$ cat config.mk
export PLATFORM = sky130hd
export DESIGN_NAME = player_bullet
export DESIGN_NICKNAME = d
export VERILOG_FILES = /design/src/rtl/player_bullet.sv
export SDC_FILE = /design/constraint.sdc
export NUM_CORES = 1
export LEC_CHECK = 0
export CAP_MARGIN = 20
export CORE_UTILIZATION = 53
export CTS_CLUSTER_DIAMETER = 30
export DETAILED_ROUTE_END_ITERATION = 12
export PLACE_DENSITY = 0.89
export SLEW_MARGIN = 30
export SYNTH_ARGS = -nofsm -noshare
export SYNTH_HDL_FRONTEND = slang
export SYNTH_SLANG_ARGS = --single-unit
$ cat constraint.sdc
create_clock -name clk_i -period 4.7 [get_ports clk_i]
set_clock_uncertainty 0.05 [all_clocks]
set_input_delay 0.94 -clock clk_i [delete_from_list [all_inputs] [get_ports clk_i]]
set_output_delay 0.94 -clock clk_i [all_outputs]
set_load 0.1 [all_outputs]
$ cat src/rtl/player_bullet.sv
// player_bullet: single player projectile that launches on fire, climbs one step per frame,
// retires on an enemy hit or at the top of the screen, then waits out a frame cooldown.
module player_bullet #(
    parameter logic [11:0] color_p         = {4'hF, 4'hF, 4'h0},
    parameter int          BULLET_W        = 4,
    parameter int          BULLET_H        = 10,
    parameter int          SPEED           = 6,
    parameter int          PLAYER_W        = 40,
    parameter int          PLAYER_Y        = 440,
    parameter int          COOLDOWN_FRAMES = 15
) (
    input  logic       clk_i,
    input  logic       reset_i,
    input  logic       frame_i,
    input  logic [9:0] sx_i,
    input  logic [9:0] sy_i,
    input  logic       de_i,
    input  logic       fire_i,
    input  logic [9:0] player_x_i,
    input  logic       hit_i,
    output logic       bullet_area_o,
    output logic [3:0] bullet_r_o,
    output logic [3:0] bullet_g_o,
    output logic [3:0] bullet_b_o,
    output logic       active_o,
    output logic [9:0] bullet_x_o,
    output logic [9:0] bullet_y_o,
    output logic [7:0] shots_o,
    output logic [7:0] hits_o
);
    localparam int CW = COOLDOWN_FRAMES > 0 ? $clog2(COOLDOWN_FRAMES + 1) : 1;
    localparam logic [9:0] x_off   = 10'(PLAYER_W / 2 - BULLET_W / 2);
    localparam logic [9:0] spawn_y = 10'(PLAYER_Y - BULLET_H);
    localparam logic [9:0] speed   = 10'(SPEED);

    typedef enum logic [1:0] {IDLE, FLYING, COOLDOWN} state_t;

    state_t        state;
    logic [9:0]    bx, by;
    logic [CW-1:0] cnt;
    logic          fire_q, fire_req, rise;
    logic [10:0]   x_end, y_end;

    assign rise  = fire_i & ~fire_q;
    // 11-bit extents so a bullet near column/row 1023 does not wrap its own span
    assign x_end = {1'b0, bx} + 11'(BULLET_W);
    assign y_end = {1'b0, by} + 11'(BULLET_H);

    always_ff @(posedge clk_i) begin
        if (!reset_i) begin
            state    <= IDLE;
            bx       <= '0;
            by       <= '0;
            cnt      <= '0;
            shots_o  <= '0;
            hits_o   <= '0;
            fire_req <= 1'b0;
            fire_q   <= 1'b1;
        end else begin
            fire_q <= fire_i;
            case (state)
                IDLE: begin
                    if (frame_i && (fire_req || rise)) begin
                        bx       <= player_x_i + x_off;
                        by       <= spawn_y;
                        fire_req <= 1'b0;
                        shots_o  <= shots_o + {7'd0, shots_o != 8'hFF};
                        state    <= FLYING;
                    end else if (rise) begin
                        fire_req <= 1'b1;
                    end
                end
                FLYING: begin
                    if (hit_i) begin
                        hits_o <= hits_o + {7'd0, hits_o != 8'hFF};
                        cnt    <= CW'(COOLDOWN_FRAMES);
                        state  <= COOLDOWN;
                    end else if (frame_i) begin
                        if (by < speed) begin
                            cnt   <= CW'(COOLDOWN_FRAMES);
                            state <= COOLDOWN;
                        end else begin
                            by <= by - speed;
                        end
                    end
                end
                COOLDOWN: begin
                    if (frame_i) begin
                        if (cnt == '0) state <= IDLE;
                        else cnt <= cnt - 1'b1;
                    end
                end
                default: state <= IDLE;
            endcase
        end
    end

    assign active_o      = state == FLYING;
    assign bullet_area_o = active_o && de_i
                         && sx_i >= bx && {1'b0, sx_i} < x_end
                         && sy_i >= by && {1'b0, sy_i} < y_end;
    assign bullet_r_o    = color_p[11:8];
    assign bullet_g_o    = color_p[7:4];
    assign bullet_b_o    = color_p[3:0];
    assign bullet_x_o    = bx;
    assign bullet_y_o    = by;
endmodule
==> out/metrics.cfg <==
[sta]
max_clock_freq_ghz = 0.241
slew_viol_final = 0
rsz0062_at_grt = false
tightest_slew_ps = 999
fin_crit_ps = 4140
relSlewSlack_pct = 33.2
final_hold_viol_count = 0
fin_setup_tns_ps = 0
post-route-period-util_pct = 88.1
setup_viol = 0

[synth]
netlist.area_leader.share_pct = 26.6
synthMuxAreaShare_pct = 0.929
synth_area_um2 = 3230
synth_seq_area_share_pct = 26.6
synth_cell_type_count = 58
ys_warn_count = 0
synth_xor_area_share_pct = 8.67
synth-compound-area-share_pct = 19.5
synth-simple-area-share_pct = 18.8
synth-adder-area-share_pct = 17.0
ys.flop_type = dfxtp_1
synth-edff-count = 0
ys_ff_latch = 43
async_flop_share_pct = 0
syn_area_per_cell_um2 = 8.35
synthTopCellsByArea = dfxtp_1, ha_1, xnor2_1, nor2_1, xor2_1
synth_top_family_by_area = compound AO/OA/AOI/OAI gates
synth_commonest_cells = ha_1, dfxtp_1, nor2_1
synthCells = 387
synth.most_common_cell = ha_1
synth_top_area_cell = dfxtp_1

[drt]
first_iter_violations = 112
drc = 0
viasPerCell = 5.67
drt-total-wl_um = 7490
dr.pass1.iters = 4
vias = 2999
wire_per_inst_um = 14.1
ant_nets = 0

[setup_path]
cp_slowest_cell = clkdlybuf4s50_1
crit_end = bullet_area_o
arrival_ps = 3150
cp_cell_sequence = clkdlybuf4s50_1 -> ha_1 -> a211oi_1 -> o211a_1 -> o31ai_1 -> a221o_1 -> nor4_4 -> buf_12
crit_path_end_kind = primary output
slowest_delay_ps = 450
ff2ff_setup_slack_ps = 2530
crit_start = sx_i[7]
crit_buf_inv = 2
worstSetupPathType = primary input to primary output
rr_endpoint = bullet_y_o[9]$_SDFFE_PN0P_
reg2reg_from = state[1]$_SDFFE_PN0P_
cp_top_family = compound AO/OA/AOI/OAI gates
cp.required_ps = 3710
crit_cells = 8
start_kind = primary input
cp_max_fo = 3
reg2regPathDepth = 5

[clocking]
cts-resized-gates = 0
clockRootBuffer = clkbuf_8
cts_buffers = 5
cts_tree = yes
cts_setup_buffers = 0
hold_buffers = 0
clockBufferDepth = 2
clk_latency_ps = 300
clk_pin_slew_worst_paths_ps = 90
cts_sinks = 43
cts_max_level = 2

[placement]
portBuffers = 71
routabilityCongestion = 0.888
placed_cells = 521
dp_hpwl_um = 5950

[floorplanning]
design.core.area_um2 = 5890
dieArea_um2 = 6420
num_io_pins = 86
dieHeight_um = 80.1
start_util_pct = 54.9
num_rows = 28
fp.dieW_um = 80.1

[final_layout]
register_area_um2 = 865
num_antenna_cells = 0
final_layout_size_suffix_gt1_share_pct = 7.05
nNetsFinal = 533
fin_util_pct = 69.7
nFillCells = 471
finalNonFillerCells = 529
multi_input_area_um2 = 2160
synthToLayoutAreaGrowth_pct = 26.9

[grt]
grt_usage_pct = 24.5
grt_pass1_wl_um = 12500
antenna_found_initial = 0
grt_start_max_net_pins = 34
grt_overflow_total = 0
grt_pass1_vias = 2923

[run_status]
status = complete, no violations

[power]
power_mw = 1.13
p_per_area_nw_per_um2 = 276
ir_worst_vdd_mv = 0.282
p_leak_nw = 1.57

[hold_path]
hold_class = flop to flop

[run]
maxCapViolCount = 0

sequential cells by signal, indices dropped and copies added, names as in the netlist:
| name | flops |
|---|---|
| bullet_x_o | 10 |
| fire_q | 1 |
| bullet_y_o | 9 |
| fire_req | 1 |
| cnt | 4 |
| hits_o | 8 |
| shots_o | 8 |
| state | 2 |
where the power goes:
| group | internal [mW] | total, mW | switching [mW] |
|---|---|---|---|
| sequential | 0.380 | 0.401 | 0.0217 |
| combinational | 0.129 | 0.388 | 0.259 |
| clock | 0.212 | 0.345 | 0.133 |
| total | 0.720 | 1.13 | 0.413 |
cell families (layout without fill, tap and decap cells):
logic type      Yosys count  count (layout)
simple gates            123             123
compound gates           85              85
buf+inv                  55             111
fa+ha+maj                44              44
flops                    43              43
xor+xnor                 32              32
mux                       3               3
other cells               2              13
worst reg2reg max path: cells and delay by family (launching register included):
family	cells	cell delay, ps
compound gates	3	1140
flops	1	350
simple gates	2	580
through the flow:
stage | worst slack, ps | cell area, um^2 | hold WS, ps
floorplan | 37.4 | 3290 | 401
global placement | 599 | 3970 | 414
detailed placement | 555 | 3970 | 425
CTS | 550 | 4100 | 440
global route | 432 | 4100 | 452
finish | 557 | 4100 | 438
worst min path at each step:
| stage | from | to | slack, ps | cells after the start |
|---|---|---|---|---|
| 2_1_floorplan | cnt[2]$_SDFFE_PN0P_ | cnt[2]$_SDFFE_PN0P_ | 400 | 2 |
| 3_3_place_gp | bullet_x_o[0]$_SDFFE_PN0P_ | bullet_x_o[0]$_SDFFE_PN0P_ | 410 | 2 |
| 3_5_place_dp | bullet_x_o[0]$_SDFFE_PN0P_ | bullet_x_o[0]$_SDFFE_PN0P_ | 430 | 2 |
| 4_1_cts | bullet_x_o[0]$_SDFFE_PN0P_ | bullet_x_o[0]$_SDFFE_PN0P_ | 440 | 2 |
| 5_1_grt | bullet_x_o[0]$_SDFFE_PN0P_ | bullet_x_o[0]$_SDFFE_PN0P_ | 450 | 2 |
| 6_report | bullet_x_o[0]$_SDFFE_PN0P_ | bullet_x_o[0]$_SDFFE_PN0P_ | 440 | 2 |
metal layers:
layer	vias up	track usage (%)	routed length [um]
li1	1491	-	-
met3	10	5.34	495
met2	100	45.8	3800
met5	-	0	0
met1	1398	27.6	3110
met4	0	6.79	76
placed cells by master, fill, tap and decap left out, types with 2 or more instances in the layout:
master	Yosys	routed
o2111ai_1	3	3
o21a_1	2	2
clkbuf_8	0	5
conb_1	2	13
a221oi_1	3	3
nand2_1	33	33
a211oi_1	12	12
nand3_1	9	9
nand2b_1	3	3
or3_1	4	4
mux2i_1	3	3
o21ai_1	3	3
xnor2_1	17	17
o211a_1	3	3
xor2_1	15	15
nor3_1	5	5
a21oi_1	20	20
and4_1	3	3
o211ai_1	3	3
bufinv_16	0	2
inv_1	31	30
o311a_1	2	2
ha_1	44	44
o31ai_1	3	3
nand4_1	13	13
a21o_1	3	3
dfxtp_2	0	3
o21ai_0	14	14
clkdlybuf4s50_1	0	70
and3_1	4	4
dfxtp_1	43	40
nor2_1	36	36
area by class of cell:
cell class | count | area share (%)
multi-input combinational | 300 | 52.7
sequential | 43 | 21.1
timing repair buffer | 72 | 17.7
inverter | 31 | 2.84
tap | 75 | 2.29
clock buffer | 5 | 1.68
clock inverter | 3 | 1.65
Note: power is estimated with default switching activity, not from simulation.
